[config.mk]
export PLATFORM = sky130hd
export DESIGN_NAME = fifo_rd_ctrl
export DESIGN_NICKNAME = d
export VERILOG_FILES = /design/src/rtl/fifo_rd_ctrl.sv
export SDC_FILE = /design/constraint.sdc
export NUM_CORES = 1
export LEC_CHECK = 0
export BUFFER_PORTS_ARGS = -buffer_cell sky130_fd_sc_hd__buf_4
export CAP_MARGIN = 20
export CORE_MARGIN = 2
export CORE_UTILIZATION = 43
export CTS_BUF_LIST = sky130_fd_sc_hd__clkbuf_2
export CTS_CLUSTER_DIAMETER = 30
export CTS_CLUSTER_SIZE = 16
export DETAILED_ROUTE_END_ITERATION = 10
export GPL_TIMING_DRIVEN = 0
export PLACE_DENSITY = 0.68
export SLEW_MARGIN = 20
export SYNTH_ARGS = -nofsm -noshare
export SYNTH_HDL_FRONTEND = slang
export SYNTH_SLANG_ARGS = --single-unit
[constraint.sdc]
create_clock -name rclk -period 3.4 [get_ports rclk]
set_clock_uncertainty 0.2 [all_clocks]
set_input_delay 0.17 -clock rclk [delete_from_list [all_inputs] [get_ports rclk]]
set_output_delay 0.17 -clock rclk [all_outputs]
set_load 0.02 [all_outputs]
[src/rtl/fifo_rd_ctrl.sv]
// Read-side controller of the async FIFO (rclk domain).
// Read pointer, write-pointer sync, empty flags and registered read data.
module fifo_rd_ctrl #(
  parameter int DATASIZE      = 8,
  parameter int ADDRSIZE      = 4,
  parameter int AEMPTY_THRESH = 2
) (
  input  logic                rclk,
  input  logic                rrst,
  input  logic                rden,
  input  logic [ADDRSIZE:0]   wptr_gray,
  input  logic [DATASIZE-1:0] rdata_mem,
  output logic [ADDRSIZE-1:0] raddr,
  output logic [ADDRSIZE:0]   rptr_gray,
  output logic [DATASIZE-1:0] odata,
  output logic                rd_valid,
  output logic                rd_empty,
  output logic                rd_almost_empty,
  output logic                rd_underflow
);

  localparam int PW = ADDRSIZE + 1;

  logic [PW-1:0]       r_rbin;
  logic [PW-1:0]       r_rgray;
  logic [PW-1:0]       r_wq1;
  logic [PW-1:0]       r_wq2;
  logic [DATASIZE-1:0] r_odata;
  logic                r_valid;
  logic                r_empty;
  logic                r_aempty;
  logic                r_uflow;

  logic                w_accept;
  logic [PW-1:0]       w_rbin_next;
  logic [PW-1:0]       w_rgray_next;
  logic [PW-1:0]       w_wbin;
  logic [PW-1:0]       w_occ;

  // Bit i of the binary value is the XOR of Gray bits i and above.
  function automatic logic [PW-1:0] gray2bin(
    input logic [PW-1:0] g
  );
    logic [PW-1:0] b;
    for (int i = 0; i < PW; i++) begin
      b[i] = ^(g >> i);
    end
    return b;
  endfunction

  assign w_accept     = rden & ~r_empty;
  assign w_rbin_next  = r_rbin + PW'(w_accept);
  assign w_rgray_next = (w_rbin_next >> 1) ^ w_rbin_next;
  assign w_wbin       = gray2bin(r_wq2);
  assign w_occ        = w_wbin - w_rbin_next;

  always_ff @(posedge rclk or posedge rrst) begin
    if (rrst) begin
      r_wq1 <= '0;
      r_wq2 <= '0;
    end else begin
      r_wq1 <= wptr_gray;
      r_wq2 <= r_wq1;
    end
  end

  always_ff @(posedge rclk or posedge rrst) begin
    if (rrst) begin
      r_rbin  <= '0;
      r_rgray <= '0;
    end else begin
      r_rbin  <= w_rbin_next;
      r_rgray <= w_rgray_next;
    end
  end

  // Flags look at the post-read pointer so the last read empties at once.
  always_ff @(posedge rclk or posedge rrst) begin
    if (rrst) begin
      r_empty  <= 1'b1;
      r_aempty <= 1'b1;
      r_uflow  <= 1'b0;
    end else begin
      r_empty  <= (w_rgray_next == r_wq2);
      r_aempty <= (w_occ <= PW'(AEMPTY_THRESH));
      r_uflow  <= rden & r_empty;
    end
  end

  always_ff @(posedge rclk or posedge rrst) begin
    if (rrst) begin
      r_odata <= '0;
      r_valid <= 1'b0;
    end else begin
      r_valid <= w_accept;
      if (w_accept) begin
        r_odata <= rdata_mem;
      end
    end
  end

  assign raddr           = r_rbin[ADDRSIZE-1:0];
  assign rptr_gray       = r_rgray;
  assign odata           = r_odata;
  assign rd_valid        = r_valid;
  assign rd_empty        = r_empty;
  assign rd_almost_empty = r_aempty;
  assign rd_underflow    = r_uflow;

endmodule

==> qor.txt, run 1 <==
fin crit period -> 3080 ps
wire length of the first global-routing pass -> 3.97 mm
Crit path top cell by count -> ha_1
GPL Wtd Cong -> 0.762
Area Overhead vs Synth -> 38.2%
cell with the most instances after synthesis -> dfrtp_1
die area -> 3620 um2
total grt overflow -> 0
Setup WS post-layout -> 321 ps
gr usage total -> 15.7%
largest net degree at the start of global routing -> 32
capturing element type of the critical path -> register
Peak Freq -> 325 MHz
Post-synth ARST share -> 100%
ANT cells -> 0
Total Nets Final -> 170
CP Class -> register to register
main area contributors after synthesis -> dfrtp_1, mux2_2, ha_1
Setup TNS -> 0 ps
largest family of logic cells by synthesized area -> XOR/XNOR gates
footprint of the multi-input gates -> 554 um2
P_leak -> 0.914 nW
antenna violations before repair -> 0
status -> finished, final reports clean
Synth Area in XOR/XNOR -> 17.4%
num rows -> 20
CTS tree -> done
post-synth top area share -> 53.6%
I/O Pins -> 37
Final Hold Fails -> 0
Setup WS pre-CTS -> 21.4 ps
Synth Flop Type -> dfrtp_1
crit start category -> register
Critical Path Slowest Stage Cell -> dfstp_2
layout cells sized above 1 -> 40.3%
drt pass-1 iters -> 4
# placed instances -> 171
die height -> 60.1 um
mapped cell area -> 1360 um2
Post-Synth Simple-Gate Area -> 5.63%
via/cell ratio -> 4.63
Post-synth top cells -> dfrtp_1, mux2_2, inv_1, xor2_1
# DRC -> 0
Final Non-Filler Cells -> 193
via count -> 893
number of fill cells -> 243
syn_nets -> 113
Setup Viol. Count Final -> 0
crit-path max FO -> 10
max_cap viols -> 0
clock insertion delay at the later pin of the skew report -> 360 ps
TritonCTS sink count -> 31
flip-flop and latch area -> 778 um2
critical-path cell list -> nor2b_4, ha_1, ha_1, inv_1, ha_1, nor2b_1, or3_1, a211o_1, a2111oi_2
maximum clock path buffer count -> 2
maximum single-stage delay on the critical path -> 590 ps
critical path's top delay family -> adder cells
Synth Area in Compound Gates -> 3.88%
# port buffers -> 36
Synth cell types -> 33
Initial Util -> 44.8%
Ys Warns -> 0
worst-margin pin slew -> 612 ps
clock tree root buffer cell -> clkbuf_2
mux contribution to synthesized area -> 7.39%
average cell area after synthesis -> 14.9 um2
fin. max-slew vios -> 0
Crit path buffers/inverters -> 1
Post-Route WL -> 2.28 mm
path category of the worst min-delay check -> register to register
Adder-Cell Fraction of Synth Area -> 6.09%
period utilization -> 90.6%
sequential share of the synthesized area -> 57.4%
Max-slew headroom -> 59.1%
cell area power density -> 854 nW/um2
drt initial violations -> 20
clock-pin slew on the worst setup and hold paths -> 150 ps
Synth Register Bits -> 31
CORE AREA -> 3030 um2
CP required -> 3450 ps
Gate Count Post-Synth -> 91
post-DP HPWL -> 1.62 mm
cts bufs inserted -> 5
RSZ-0062 raised after global routing -> no
H-Tree Depth -> 2
vias in the first global route -> 938
die span in x -> 60.1 um
largest area contributor in the netlist -> dfrtp_1
crit path DAT -> 3130 ps
Worst VDD drop -> 406 uV
post-route ant nets -> 0
Final Util -> 61.9%
Routed WL per cell -> 11.8 um
number of synthesized flops with an enable pin -> 0
[layer usage]
metal	vias to the layer above	wire, um	GRT usage [%]
met4	0	51	7.62
met3	7	112	6.93
met2	25	1200	26.6
met1	440	914	16.5
li1	421	-	-
met5	-	0	0
[layout make-up]
| class | instances | share of cell area, % |
|---|---|---|
| sequential | 31 | 41.5 |
| inverter | 7 | 1.40 |
| multi-input combinational | 52 | 29.6 |
| clock inverter | 2 | 0.468 |
| clock buffer | 6 | 1.60 |
| timing repair buffer | 51 | 22.4 |
| tap | 44 | 2.94 |
[report_power, final]
part           internal, mW  total, mW  leakage, nW  switching [mW]
sequential            0.478      0.544        0.362          0.0668
combinational         0.443      0.887        0.522           0.444
clock                0.0505      0.169       0.0304           0.118
[flip-flops by register name, summed over array words and instances, names as in the netlist]
name	count
rd_empty	1
r_rbin	5
odata	8
rd_underflow	1
rd_almost_empty	1
rd_valid	1
r_wq2	5
r_wq1	5
rptr_gray	4
[worst register-to-register path: cells and delay by family (launching register included)]
kind                     cells  cell delay (ps)
AND/OR/NAND/NOR              3              520
buffers and inverters        1              110
AO/OA/AOI/OAI                2              620
adder cells (fa/ha/maj)      3              930
flip-flops                   1              590
[metrics by stage]
step | area (um2) | hold WS (ps) | power [mW]
after floorplan | 1360 | 1.43 | 1.18
after global routing | 1870 | 187 | 1.73
after CTS | 1870 | 170 | 1.62
final | 1870 | 168 | 1.60
after detailed placement | 1680 | 80.9 | 1.44
after global placement | 1680 | 79.5 | 1.40
[timing repair]
| item | 4_1_cts | 5_1_grt |
|---|---|---|
| endpoints found under the hold margin | 44 | 0 |
| gates resized for setup | 1 | 1 |
| setup buffers | 0 | 0 |
| hold buffers | 15 | 0 |
| endpoints found under the setup margin | 1 | 1 |
| gates cloned | 0 | 0 |
[cell usage in the layout (no fill, tap or decap), types with 2 or more instances in the layout]
cell,netlist,routed
buf_4,0,36
dfrtp_1,29,29
dlygate4sd3_1,0,15
mux2_2,8,8
inv_1,7,6
xor2_1,6,6
clkbuf_2,0,6
xnor2_1,5,5
ha_1,5,5
nand3_1,2,2
xor3_1,2,2
dfstp_2,2,2
[cell families (layout without fill, tap and decap cells)]
family	count (synthesis)	after routing
multiplexers	9	9
XOR/XNOR	17	17
AO/OA/AOI/OAI	7	7
buffers and inverters	8	66
flip-flops	31	31
AND/OR/NAND/NOR	13	13
adder cells (fa/ha/maj)	6	6
[path summary, 6_finish.rpt]
kind	end	from	depth (start not counted)	slack, ps
max reg2reg	rd_almost_empty	rd_empty	9	320
max	rd_almost_empty	rd_empty	9	320
min	r_wq2[0]	r_wq1[0]	0	170
min reg2reg	r_wq2[0]	r_wq1[0]	0	170
min in group asynchronous	odata[4]	rrst	3	230
max in group asynchronous	r_rbin[0]	rrst	3	2350
Power figures use the tool's default switching activity.
==> run 2: changes to the inputs <==
--- a/config.mk
+++ b/config.mk
@@ -8,13 +8,13 @@
 export BUFFER_PORTS_ARGS = -buffer_cell sky130_fd_sc_hd__buf_4
 export CAP_MARGIN = 20
 export CORE_MARGIN = 2
-export CORE_UTILIZATION = 43
+export CORE_UTILIZATION = 35
 export CTS_BUF_LIST = sky130_fd_sc_hd__clkbuf_2
 export CTS_CLUSTER_DIAMETER = 30
 export CTS_CLUSTER_SIZE = 16
 export DETAILED_ROUTE_END_ITERATION = 10
 export GPL_TIMING_DRIVEN = 0
-export PLACE_DENSITY = 0.68
+export PLACE_DENSITY = 0.57
 export SLEW_MARGIN = 20
 export SYNTH_ARGS = -nofsm -noshare
 export SYNTH_HDL_FRONTEND = slang
==> qor.txt, run 2 (synthesized netlist as in run 1, its figures left out) <==
Clk pwr share -> 10.1%
period utilization -> 90.6%
RSZ-0062 raised after global routing -> no
status -> finished, final reports clean
cts bufs inserted -> 5
vias in the first global route -> 902
Setup WS pre-CTS -> 19.6 ps
drt initial violations -> 15
Crit path buffers/inverters -> 2
met3 routed WL -> 194 um
Post-Route WL -> 2.47 mm
critical-path cell list -> dlygate4sd3_1, buf_4, nor2b_4, ha_1, nand3_1, xor2_2, ha_1, or3_1, a211o_1, a2111oi_2
Total Nets Final -> 170
Reg power frac -> 34.1%
Final Util -> 50.8%
clock-pin slew on the worst setup and hold paths -> 150 ps
clock insertion delay at the later pin of the skew report -> 360 ps
switch share -> 39.9%
total grt overflow -> 0
H-Tree Depth -> 2
Comb pwr share -> 55.8%
layout cells sized above 1 -> 39.9%
GPL Wtd Cong -> 0.776
metal1 wirelength -> 1.00 mm
drt pass-1 iters -> 4
via count -> 869
Final Hold Fails -> 0
Max-slew headroom -> 59.0%
largest net degree at the start of global routing -> 32
most frequent cells in the layout -> buf_4, dfrtp_1, dlygate4sd3_1
most common cell after layout, fill and taps aside -> buf_4
fin crit period -> 3080 ps
r2r setup slk -> 340 ps
crit-path max FO -> 10
via/cell ratio -> 4.43
# DRC -> 0
clock tree root buffer cell -> clkbuf_2
r2r worst-path depth -> 9
Critical Path Slowest Stage Cell -> dlygate4sd3_1
num rows -> 22
max reg flops -> 8
Initial Util -> 36.7%
CTS tree -> done
Worst VDD drop -> 315 uV
ANT cells -> 0
cell area power density -> 857 nW/um2
die height -> 66.2 um
Setup TNS -> 0 ps
I/O Pins -> 37
critical path's top delay family -> simple AND/OR/NAND/NOR gates
# port buffers -> 36
crit start category -> input port
Area Overhead vs Synth -> 38.2%
die span in x -> 66.2 um
capturing element type of the critical path -> register
CP Class -> input port to register
Met2 Wirelength -> 1.23 mm
max_cap viols -> 0
gr usage total -> 13.3%
maximum clock path buffer count -> 2
post-DP HPWL -> 1.73 mm
wire length of the first global-routing pass -> 4.17 mm
antenna violations before repair -> 0
Setup Viol. Count Final -> 0
worst-margin pin slew -> 614 ps
P_leak -> 0.910 nW
TritonCTS sink count -> 31
CORE AREA -> 3690 um2
die area -> 4390 um2
Worst path depth -> 10
path category of the worst min-delay check -> register to register
Internal Power -> 0.965 mW
Setup WS post-layout -> 318 ps
crit path DAT -> 3150 ps
fin. max-slew vios -> 0
maximum single-stage delay on the critical path -> 530 ps
post-route ant nets -> 0
Crit path top cell by count -> ha_1
Peak Freq -> 324 MHz
sw power -> 0.641 mW
Final Power -> 1.61 mW
Min-Delay Path Depth -> 0
Top Layer Used -> met4
Routed WL per cell -> 12.6 um
CP required -> 3460 ps
[run 2: cell types whose count changed in the layout (fill, tap and decap cells not counted)]
| cell | before | now |
|---|---|---|
| clkbuf_2 | 6 | 5 |
[run 2: what timing repair did]
item	in CTS	in global routing
gates resized for setup	1	1
setup buffers	0	0
hold buffers	15	0
setup endpoints to repair	1	1
endpoints found under the hold margin	44	0
[run 2: power by group through the flow]
stage	clock [mW]	combinational [mW]	sequential (mW)
4_1_cts	0.172	0.910	0.547
3_3_place_gp	0	0.867	0.547
2_1_floorplan	0	0.512	0.663
5_1_grt	0.190	0.994	0.559
6_report	0.162	0.896	0.547
3_5_place_dp	0	0.895	0.554
[run 2: worst paths after layout]
check,from,to
max in group asynchronous,rrst,r_rbin[0]
hold reg to reg,r_wq1[1],r_wq2[1]
setup reg to reg,r_wq2[3],rd_almost_empty
min in group asynchronous,rrst,odata[3]
hold / removal,r_wq1[1],r_wq2[1]
setup / recovery,rden,rd_almost_empty
[run 2: layout make-up]
cell class	instances	area (um2)
Clock buffer	5	25.0
Clock inverter	2	8.76
Fill cell	315	1820
Inverter	7	26.3
Multi-Input combinational cell	52	554
Sequential cell	31	778
Tap cell	48	60.1
Timing Repair Buffer	51	420
[run 2: per-stage QoR]
| stage | cells | area, um2 | hold slack (ps) |
|---|---|---|---|
| 6_report | 196 | 1870 | 167 |
| 5_1_grt | 196 | 1870 | 177 |
| 4_1_cts | 196 | 1870 | 169 |
| 3_5_place_dp | 175 | 1690 | 80.6 |
| 3_3_place_gp | 175 | 1690 | 80.5 |
| 2_1_floorplan | 91 | 1360 | 1.43 |
[run 2: routing by layer]
layer | vias to the layer above | track usage, %
li1 | 420 | -
met1 | 409 | 14.7
met2 | 35 | 22.0
met3 | 5 | 5.96
met4 | 0 | 5.36
met5 | - | 0
[run 2: worst reg2reg max path, delay by kind of cell (launching register included)]
kind | cells | cell delay, ps
AO/OA/AOI/OAI | 2 | 390
flip-flops | 1 | 440
XOR/XNOR | 3 | 940
buffers and inverters | 1 | 100
adder cells (fa/ha/maj) | 2 | 690
AND/OR/NAND/NOR | 1 | 210
